===== src/rtl/pipeline_fifo.sv =====
// rtl/pipeline_fifo.sv - elastic first-word-fall-through buffer behind the last pipeline stage
//
// Purpose: absorbs the pipeline output stream so consumer back-pressure does not
// stall the stages. Same valid/ready handshake on both sides; DEPTH need not be a
// power of two. i_ready comes straight from a register, so o_ready never reaches
// i_ready combinationally.
//
// Optional feature macro: PIPELINE_FIFO_BYPASS_EN
//   When defined, an empty buffer forwards i_value/i_valid to o_value/o_valid in
//   the same cycle; a value taken by the consumer that cycle is never stored.
//
// Ports:
//   clock    in   rising-edge clock
//   reset    in   synchronous, active-high reset
//   i_value  in   BITS   upstream value
//   i_valid  in   1      upstream value valid
//   i_ready  out  1      buffer can accept (registered, == ~full)
//   o_value  out  BITS   head value (0 when empty, unless bypassing)
//   o_valid  out  1      head value valid
//   o_ready  in   1      consumer accepts
//   count    out  $clog2(DEPTH+1)  stored entries
//   full     out  1      count == DEPTH
//   empty    out  1      count == 0

module pipeline_fifo #(
  parameter int DEPTH = 8,
  parameter int BITS  = 8
) (
  input  logic                       clock,
  input  logic                       reset,
  input  logic [BITS-1:0]            i_value,
  input  logic                       i_valid,
  output logic                       i_ready,
  output logic [BITS-1:0]            o_value,
  output logic                       o_valid,
  input  logic                       o_ready,
  output logic [$clog2(DEPTH+1)-1:0] count,
  output logic                       full,
  output logic                       empty
);

  localparam int CW = $clog2(DEPTH + 1);
  localparam int PW = $clog2(DEPTH);

  logic [BITS-1:0] mem [DEPTH];
  logic [PW-1:0]   wp;
  logic [PW-1:0]   rp;

  logic            push;      // handshake accepted on the input side
  logic            pop;       // handshake accepted on the output side
  logic            store;     // push that actually lands in storage
  logic            take;      // pop that actually consumes a stored entry
  logic [CW-1:0]   count_next;
  logic            full_next;
  logic            empty_next;

  always_comb begin
    push = i_valid & i_ready;
`ifdef PIPELINE_FIFO_BYPASS_EN
    o_valid = empty ? i_valid : 1'b1;
    o_value = empty ? i_value : mem[rp];
    pop     = o_valid & o_ready;
    // A value consumed while empty went straight through and is never written.
    store   = push & ~(empty & o_ready);
    take    = pop & ~empty;
`else
    o_valid = ~empty;
    o_value = empty ? '0 : mem[rp];
    pop     = o_valid & o_ready;
    store   = push;
    take    = pop;
`endif
  end

  always_comb begin
    count_next = count;
    if (store && !take) begin
      count_next = count + 1'b1;
    end else if (take && !store) begin
      count_next = count - 1'b1;
    end
    full_next  = (count_next == CW'(DEPTH));
    empty_next = (count_next == '0);
  end

  always_ff @(posedge clock) begin
    if (reset) begin
      wp      <= '0;
      rp      <= '0;
      count   <= '0;
      full    <= 1'b0;
      empty   <= 1'b1;
      i_ready <= 1'b1;
    end else begin
      if (store) begin
        wp <= (wp == PW'(DEPTH - 1)) ? '0 : wp + 1'b1;
      end
      if (take) begin
        rp <= (rp == PW'(DEPTH - 1)) ? '0 : rp + 1'b1;
      end
      count   <= count_next;
      full    <= full_next;
      empty   <= empty_next;
      i_ready <= ~full_next;
    end
  end

  // Storage has no reset; a write on the reset cycle is suppressed so nothing
  // half-commits while pointers are being cleared.
  always_ff @(posedge clock) begin
    if (!reset && store) begin
      mem[wp] <= i_value;
    end
  end

endmodule


===== config.mk =====
export PLATFORM = sky130hd
export DESIGN_NAME = pipeline_fifo
export DESIGN_NICKNAME = d
export VERILOG_FILES = /design/src/rtl/pipeline_fifo.sv
export SDC_FILE = /design/constraint.sdc
export NUM_CORES = 1
export LEC_CHECK = 0
export CAP_MARGIN = 20
export CORE_MARGIN = 4
export CORE_UTILIZATION = 40
export CTS_CLUSTER_DIAMETER = 50
export DETAILED_ROUTE_END_ITERATION = 16
export PLACE_DENSITY = 0.57
export SYNTH_ARGS = -nofsm -noshare
export SYNTH_HDL_FRONTEND = slang
export SYNTH_SLANG_ARGS = --single-unit
export TNS_END_PERCENT = 1

===== constraint.sdc =====
create_clock -name clock -period 1.9 [get_ports clock]
set_input_delay 0.38 -clock clock [delete_from_list [all_inputs] [get_ports clock]]
set_output_delay 0.38 -clock clock [all_outputs]
set_load 0.01 [all_outputs]

==> metrics.md, run 1 <==
| Metric | Value |
|---|---|
| Post-layout util | `0.528` |
| Syn avg cell area | `16.9 um^2` |
| Total GRT Usage | `0.136` |
| Worst Path Buf+Inv | `3` |
| First-pass GRT wire length | `9630 um` |
| Post-DP Area | `3840 um^2` |
| Peak supply drop | `0.000630 V` |
| Die height | `97.2 um` |
| Comb pwr share | `0.202` |
| Synthesized area | `3180 um^2` |
| CP required | `1.52 ns` |
| Final Worst Setup Slack | `-0.236 ns` |
| Die width | `97.2 um` |
| Drt pass-1 iters | `4` |
| Final design instance area without fill | `4080 um^2` |
| Area fraction of the dominant cell type after synthesis | `0.604` |
| ANT nets after route | `0` |
| CP max stage delay | `0.48 ns` |
| CP max-delay cell | `mux4_2` |
| Hpwl dp | `4030 um` |
| Pin count of the biggest net entering global routing | `13` |
| Initial Util | `0.412` |
| Worst-path clk slew | `0.07 ns` |
| Htree depth | `3` |
| Commonest non-fill, non-tap cell in the layout | `edfxtp_1` |
| Final Max Slew Viols | `0` |
| Slew headroom | `0.828` |
| Smallest hold slack | `0.489 ns` |
| Worst Setup End Kind | `output pin` |
| Internal Power | `3.18 mW` |
| Sequential cell area | `2250 um^2` |
| Area grow syn2layout | `28.2%` |
| Number of antenna violations at the first check in global routing | `0` |
| Layout Nets | `275` |
| Post-route DRC violation count | `0` |
| Root buffer cell | `clkbuf_8` |
| Failing checks | `setup timing` |
| Switching Share | `0.241` |
| CP top delay family | `multiplexers` |
| Number of synthesized flops with an enable pin | `64` |
| Dpl ws | `-0.228 ns` |
| Power per cell area | `1030 nW/um^2` |
| Max-Cap Viols | `0` |
| Clk_lat worst skew | `0.34 ns` |
| Commonest cells after routing, fill and taps aside | `64 x edfxtp_1, 30 x buf_4, 20 x nor2_1` |
| WL per Instance | `16.5 um` |
| Overflow after GRT | `0` |
| Syn nets | `206` |
| FF+latch count, synth | `80` |
| Crit path cell chain | `buf_12, buf_6, mux4_2, mux2i_1, nor2_1, buf_2` |
| Dominant cells by area after synthesis | `edfxtp_1 60%, mux4_2 11%, dfxtp_1 10%` |
| Status | `complete, but fails checks` |
| Max Clock Freq | `468 MHz` |
| Startpoint class of the critical path | `register` |
| Placed cells | `344` |
| Number of I/O pins | `28` |
| Main flop type after synthesis | `edfxtp_1` |
| Core Area | `7730 um^2` |
| Number of setup violations in the final report | `8` |
| Synth warnings | `0` |
| Vias per cell | `4.84` |
| DRT iter0 DRCs | `91` |
| Crit Path Category | `reg -> out` |
| Share of layout cells above drive strength 1 | `0.317` |
| DIE AREA | `9450 um^2` |
| Switching power | `1.01 mW` |
| DR vias | `1,763` |
| Final period util | `1.12` |
| Tightest Pin Transition | `0.257 ns` |
| Sink Count | `80` |
| Total negative slack | `-1.44 ns` |
| Count of cell types in the netlist | `32` |
| GPL Wtd Cong | `0.782` |
| Hold Buf Count CTS | `0` |
| Max clock buf depth | `2` |
| # rows | `32` |
| Filler cells | `637` |
| Total wire length | `6020 um` |
| Area occupied by multi-input gates | `895 um^2` |
| Post-synthesis sequential area ratio | `0.705` |
| CP max FO | `5` |
| PortBufs | `27` |
| Tot Pwr | `4.19 mW` |
| Vias in the first global route | `1,869` |
| Synth area leader | `edfxtp_1` |
| Final cell count without fillers | `364` |
| Fin. Hold Viols | `0` |
| Fin crit period | `2.14 ns` |
| Ant diodes | `0` |
| CTS buffer count | `9` |
| Flop pwr share | `0.487` |
| Clock share of power | `0.311` |
| Crit path DAT | `1.76 ns` |
| Fin Clk Skew | `0.00926 ns` |
| Leak | `1.43 nW` |
| Synth Instances | `188` |
| Hold crit path type | `reg -> reg` |
| FFs w/ async S/R, synth | `0` |
| RSZ-0062 raised after global routing | `yes` |
| TritonCTS clock tree | `built` |
[cell usage after synthesis (2+ instances only)]
cell,number
a21oi_1,7
nor3_1,5
nand3_1,5
xnor2_1,3
dfxtp_1,16
inv_1,4
clkbuf_1,3
mux4_2,16
edfxtp_1,64
nor4_1,2
buf_2,2
nand2b_1,3
nor2_1,20
ha_1,6
nand2_1,8
mux2i_1,8
[worst reg2reg max path: stages (launching register included)]
cell and delay (ns):
dfxtp_1 0.44, inv_1 0.11, ha_1 0.36, o21ai_0 0.18
a21oi_1 0.13, or4_1 0.40
[sequential cells by signal, summed over array words and instances (netlist names), named ones only]
name and cells:
empty 1, mem 64, full 1, rp 3
count 4, i_ready 1, wp 3
[metal layers]
layer,part of all wire,track usage,vias to the layer above
li1,-,-,865
met1,0.43,0.165,842
met2,0.51,0.228,45
met3,0.045,0.0366,11
met4,0.018,0.0572,0
met5,0,0,-
[kinds of logic after synthesis]
logic type / synth area share
xor+xnor: 0.0110
buf+inv: 0.0169
compound gates: 0.0295
flops: 0.705
fa+ha+maj: 0.0236
simple gates: 0.0759
mux: 0.138
[area by class of cell]
cell class	instances	share of cell area
clock inverter	4	0.0169
clock buffer	12	0.0331
tap	102	0.0313
sequential	80	0.551
timing repair buffer	65	0.145
inverter	4	0.00368
multi-input combinational	97	0.219
[power groups by stage]
stage | registers (mW) | clock network, mW | logic (mW)
floorplan | 2.07 | 0 | 0.437
global placement | 2.08 | 0 | 0.834
detailed placement | 2.07 | 0 | 0.843
CTS | 2.04 | 1.32 | 0.869
global route | 2.06 | 1.42 | 0.931
finish | 2.04 | 1.30 | 0.847
[path summary, 6_finish.rpt]
kind,start,endpoint,slack [ns],cells after the start
setup / recovery,register,o_value[7],-0.24,6
hold / removal,rp[1],rp[1],0.49,2
setup reg to reg,count[0],i_ready,0.17,5
hold reg to reg,rp[1],rp[1],0.49,2
[what timing repair did]
| item | 4_1_cts | 5_1_grt |
|---|---|---|
| cloned | 1 | 0 |
| setup buffers | 3 | 1 |
| endpoints found under the setup margin | 9 | 9 |
| gates resized for setup | 40 | 0 |
| pin swaps | 0 | 0 |
(Power assumes the default switching activity.)
==> run 2: changes to the inputs <==
Settings changed: CELL_PAD_IN_SITES_DETAIL_PLACEMENT set to 1, CELL_PAD_IN_SITES_GLOBAL_PLACEMENT set to 2, CTS_BUF_LIST set to sky130_fd_sc_hd__clkbuf_8, GPL_TIMING_DRIVEN set to 0, PLACE_DENSITY 0.57 to 0.74.
==> metrics.md, run 2 (synthesized netlist as in run 1, its figures left out) <==
| Metric | Value |
|---|---|
| Htree depth | `3` |
| Leak | `1.30 nW` |
| Layout Nets | `249` |
| Power per cell area | `1040 nW/um^2` |
| Switching Share | `0.261` |
| Vias in the first global route | `2,022` |
| DR vias | `1,738` |
| CTS buffer count | `9` |
| Worst-path clk slew | `0.08 ns` |
| Core Area | `7730 um^2` |
| Worst Path Buf+Inv | `3` |
| Internal Power | `3.02 mW` |
| PortBufs | `27` |
| Area grow syn2layout | `23.2%` |
| Max reg flops | `64` |
| Post-route DRC violation count | `0` |
| Fin. Hold Viols | `0` |
| Die height | `97.2 um` |
| Final Worst Setup Slack | `-0.286 ns` |
| Number of setup violations in the final report | `8` |
| Clock share of power | `0.301` |
| Hold crit path type | `reg -> reg` |
| First-pass GRT wire length | `10,800 um` |
| Crit path DAT | `1.81 ns` |
| Peak supply drop | `0.000413 V` |
| Commonest cells after routing, fill and taps aside | `64 x edfxtp_1, 18 x clkdlybuf4s50_1, 16 x mux4_2` |
| Drt pass-1 iters | `4` |
| TritonCTS clock tree | `built` |
| Startpoint class of the critical path | `register` |
| Root buffer cell | `clkbuf_8` |
| Die width | `97.2 um` |
| Overflow after GRT | `0` |
| Max clock buf depth | `2` |
| Number of I/O pins | `28` |
| Tightest Pin Transition | `0.733 ns` |
| CP required | `1.52 ns` |
| Slew headroom | `0.511` |
| Max-Cap Viols | `0` |
| WL per Instance | `20.1 um` |
| Failing checks | `setup timing` |
| RSZ-0062 raised after global routing | `yes` |
| Smallest hold slack | `0.493 ns` |
| Fin crit period | `2.19 ns` |
| Pin count of the biggest net entering global routing | `14` |
| Comb pwr share | `0.200` |
| Final Max Slew Viols | `0` |
| Commonest non-fill, non-tap cell in the layout | `edfxtp_1` |
| Max Clock Freq | `457 MHz` |
| Final period util | `1.15` |
| Total wire length | `6800 um` |
| Flop pwr share | `0.499` |
| CP max stage delay | `0.49 ns` |
| Initial Util | `0.412` |
| Total GRT Usage | `0.156` |
| Largest registers | `mem x64, count x4` |
| Top reg by flops | `mem` |
| Share of layout cells above drive strength 1 | `0.297` |
| Number of antenna violations at the first check in global routing | `0` |
| DIE AREA | `9450 um^2` |
| Post-DP Area | `3590 um^2` |
| CP max FO | `5` |
| CP max-delay cell | `mux4_2` |
| Status | `complete, but fails checks` |
| Worst Setup End Kind | `output pin` |
| Final design instance area without fill | `3920 um^2` |
| CP top delay family | `multiplexers` |
| Hpwl dp | `4550 um` |
| Crit Path Category | `reg -> out` |
| Ant diodes | `0` |
| # rows | `32` |
| Crit path cell chain | `buf_8, buf_12, mux4_2, mux2i_1, nor2_1, buf_2` |
| Switching power | `1.07 mW` |
| GPL Wtd Cong | `0.729` |
| DRT iter0 DRCs | `78` |
| ANT nets after route | `0` |
| Clk_lat worst skew | `0.35 ns` |
| Tot Pwr | `4.09 mW` |
| Sink Count | `80` |
| Fin Clk Skew | `0.00485 ns` |
| Vias per cell | `5.14` |
-- run 2: changes by cell type in the layout (fill, tap and decap cells not counted), moves of 2 or more --
cell / previous run / this run
clkbuf_1: 3 / 1
buf_12: 5 / 2
dfxtp_1: 14 / 12
buf_4: 30 / 1
nor2_1: 20 / 14
nor2_2: 0 / 3
nor2_4: 0 / 3
clkinv_2: 1 / 4
dfxtp_2: 1 / 4
clkbuf_8: 9 / 11
-- run 2: repair_timing --
| item | CTS | global route |
|---|---|---|
| buffers inserted | 4 | 0 |
| setup endpoints to repair | 71 | 12 |
| resized for setup | 62 | 3 |
| gates cloned | 1 | 0 |
| pin swaps | 1 | 0 |
| hold buffers | 0 | 0 |
-- run 2: metal layers --
| layer | up-vias | share of wire | wire [um] | GRT usage |
|---|---|---|---|---|
| met5 | - | 0 | 0 | 0 |
| met4 | 0 | 0.013 | 91 | 0.0648 |
| met3 | 10 | 0.036 | 245 | 0.0459 |
| met2 | 31 | 0.54 | 3700 | 0.281 |
| met1 | 881 | 0.41 | 2760 | 0.169 |
| li1 | 816 | - | - | - |
-- run 2: area by class of cell --
type                            instances  area (um^2)
Fill cell                             740         3810
Sequential cell                        80         2250
Multi-Input combinational cell         97          953
Timing Repair Buffer                   33          318
Clock buffer                           10          138
Tap cell                              102          128
Buffer                                  6         63.8
Clock inverter                          6         58.8
Inverter                                4         15.0
-- run 2: final timing paths --
check,startpoint,to,slack [ns],depth (start not counted)
worst max register to register,i_ready,i_ready,0.13,5
worst min-delay path,rp[1],register,0.49,2
worst max-delay path,register,o_value[3],-0.29,6
worst min register to register,rp[1],register,0.49,2
-- run 2: power groups by stage --
stage	clock (mW)	combinational [mW]	sequential, mW
floorplan	0	0.437	2.07
global placement	0	0.737	2.06
global route	1.34	0.895	2.05
CTS	1.27	0.830	2.04
detailed placement	0	0.771	2.07
finish	1.23	0.818	2.04
-- run 2: stage by stage --
step	util	setup WS [ns]	TNS, ns	std cells
CTS	0.506	-0.314	-2.32	338
global placement	0.464	-0.849	-50.66	317
global route	0.507	-0.402	-2.98	338
floorplan	-	-0.0226	-0.137	188
detailed placement	0.465	-0.954	-55.84	318
finish	0.507	-0.286	-2.17	338
-- run 2: tightest hold or removal path, cell delays in order, from the launching register on --
cell     delay, ns
dfxtp_1       0.32
nand2_1       0.06
a21oi_1       0.07
==> run 3: changes to the inputs <==
Settings changed: ABC_AREA set to 1, CORE_ASPECT_RATIO set to 1.25, CORE_UTILIZATION 40 to 36, PLACE_DENSITY 0.74 to 0.73.
==> metrics.md, run 3 <==
| Metric | Value |
|---|---|
| Die width | `94.3 um` |
| Count of cell types in the netlist | `27` |
| Slew headroom | `0.632` |
| Reg2Reg Depth | `4` |
| DIE AREA | `10,900 um^2` |
| Worst Setup End Kind | `output pin` |
| Sink Count | `80` |
| TritonCTS clock tree | `built` |
| Crit path DAT | `1.70 ns` |
| Number of synthesized flops with an enable pin | `64` |
| RSZ-0062 raised after global routing | `yes` |
| Worst-path clk slew | `0.08 ns` |
| Worst hold path depth | `2` |
| CP max FO | `10` |
| Fin Clk Skew | `0.0102 ns` |
| Dpl ws | `-0.491 ns` |
| WL per Instance | `16.7 um` |
| Dominant cells by area after synthesis | `edfxtp_1 57%, dfxtp_1 9.6%, nor2_1 7.2%` |
| Core Area | `9130 um^2` |
| Fin. Hold Viols | `0` |
| Syn avg cell area | `11.6 um^2` |
| Worst hold path startpoint | `wp[0]` |
| Largest registers | `mem x64, count x4` |
| PortBufs | `27` |
| Status | `complete, but fails checks` |
| Layout Nets | `349` |
| Startpoint class of the critical path | `register` |
| Failing checks | `setup timing` |
| Final Max Slew Viols | `0` |
| Fin crit period | `2.08 ns` |
| Synth warnings | `0` |
| Drt pass-1 iters | `4` |
| Synth area leader | `edfxtp_1` |
| Max clock buf depth | `2` |
| Post-synthesis sequential area ratio | `0.669` |
| Htree depth | `3` |
| Final Worst Setup Slack | `-0.179 ns` |
| First-pass GRT wire length | `12,100 um` |
| M2 GR Usage | `0.281` |
| # rows | `39` |
| Tot Pwr | `4.42 mW` |
| Initial Util | `0.367` |
| Post-DP Area | `3770 um^2` |
| Final design instance area without fill | `4160 um^2` |
| Hold crit path type | `reg -> reg` |
| Commonest cells after routing, fill and taps aside | `64 x edfxtp_1, 54 x nor2_1, 25 x o21ai_0` |
| Number of setup violations in the final report | `8` |
| Hold Buf Count CTS | `0` |
| Syn nets | `307` |
| Hold Crit Endpoint | `wp[0]` |
| Synth Instances | `289` |
| Area grow syn2layout | `24.0%` |
| DR vias | `2,223` |
| Reg2reg end | `mem[7][2]` |
| Total wire length | `7650 um` |
| Post-synth top cells | `64 x edfxtp_1, 64 x nor2_1, 39 x o21ai_0, 18 x nand2_1, 16 x dfxtp_1` |
| CP required | `1.52 ns` |
| Max reg flops | `64` |
| Number of antenna violations at the first check in global routing | `0` |
| Share of layout cells above drive strength 1 | `0.220` |
| Global routing usage on met1 | `0.165` |
| FF-to-FF setup slack | `0.20 ns` |
| Total GRT Usage | `0.154` |
| FFs w/ async S/R, synth | `0` |
| Final period util | `1.09` |
| Max-Cap Viols | `0` |
| Ant diodes | `0` |
| Power per cell area | `1060 nW/um^2` |
| Worst r2r src | `i_ready` |
| ANT nets after route | `0` |
| Total negative slack | `-1.15 ns` |
| Crit Path Category | `reg -> out` |
| Vias in the first global route | `2,378` |
| Global routing's busiest layer | `met2` |
| Peak supply drop | `0.000398 V` |
| Area fraction of the dominant cell type after synthesis | `0.574` |
| Smallest hold slack | `0.505 ns` |
| Top reg by flops | `mem` |
| Post-route DRC violation count | `0` |
| Commonest non-fill, non-tap cell in the layout | `edfxtp_1` |
| Synthesized area | `3350 um^2` |
| Root buffer cell | `clkbuf_8` |
| Pin count of the biggest net entering global routing | `14` |
| GPL Wtd Cong | `0.707` |
| Clk_lat worst skew | `0.36 ns` |
| CTS buffer count | `9` |
| Die height | `116 um` |
| DRT iter0 DRCs | `49` |
| Tightest Pin Transition | `0.551 ns` |
| FF+latch count, synth | `80` |
| Main flop type after synthesis | `edfxtp_1` |
| Leak | `1.53 nW` |
| Overflow after GRT | `0` |
| Met3 Usage GRT | `0.0396` |
| Hpwl dp | `5380 um` |
| Max Clock Freq | `481 MHz` |
| Number of I/O pins | `28` |
| Vias per cell | `4.84` |
==> run 3: changes by cell type after synthesis, moves of 4 or more <==
| cell | delta |
|---|---|
| inv_1 | +10 |
| mux4_2 | -16 |
| nand2_1 | +10 |
| nand2_2 | +6 |
| nand3_1 | +4 |
| nor2_1 | +44 |
| nor3_1 | -5 |
| o21ai_0 | +38 |
| o21ai_1 | +7 |
| o22ai_1 | +8 |
==> run 3: power breakdown <==
group	internal, mW	leakage (nW)	total (mW)	switching, mW
logic	0.447	0.709	1.04	0.589
registers	1.97	0.710	2.02	0.0586
clock network	0.768	0.112	1.36	0.596
total	3.18	1.53	4.42	1.24
==> run 3: critical path: stages, from the launching register on <==
cell and delay (ns):
dfxtp_2 0.33, buf_8 0.14, inv_6 0.10, buf_12 0.14, nor2_1 0.05, o22ai_2 0.20, nor2_1 0.06, nor2_1 0.16
buf_2 0.16
==> run 3: per-stage QoR <==
step,cells,util
floorplan,289,-
global placement,439,0.414
detailed placement,439,0.414
CTS,456,0.445
global route,459,0.456
finish,459,0.456
==> run 3: repair_timing <==
action | in CTS | in global routing
setup endpoints to repair | 64 | 25
resized for setup | 58 | 27
setup buffers | 1 | 2
gates cloned | 0 | 2
pin swaps | 7 | 12
==> run 3: worst max-delay path by stage <==
stage	end	slack, ns	cells after the start
floorplan	mem[0][0]	0.42	4
global placement	mem[5][4]	-0.52	5
detailed placement	mem[7][4]	-0.49	5
CTS	o_value[3]	-0.25	7
global route	o_value[2]	-0.29	9
finish	o_value[7]	-0.18	8
==> run 3: layer usage <==
metal | vias to the layer above | part of all wire
li1 | 1094 | -
met1 | 1076 | 0.39
met2 | 39 | 0.54
met3 | 14 | 0.042
met4 | 0 | 0.025
met5 | - | 0
==> run 3: kinds of logic after synthesis <==
family / count (synthesis) / synth area share
AND/OR/NAND/NOR: 105 / 0.140
flip-flops: 80 / 0.669
AO/OA/AOI/OAI: 61 / 0.0975
buffers and inverters: 28 / 0.0444
multiplexers: 8 / 0.0239
adder cells (fa/ha/maj): 6 / 0.0224
XOR/XNOR: 1 / 0.00261
==> run 3: layout make-up <==
cell class	instances	area [um^2]
clock buffer	10	138
clock inverter	6	82.6
inverter	17	73.8
sequential	80	2240
timing repair buffer	32	305
buffer	10	134
multi-input combinational	181	1020
fill	1005	4970
tap	123	154
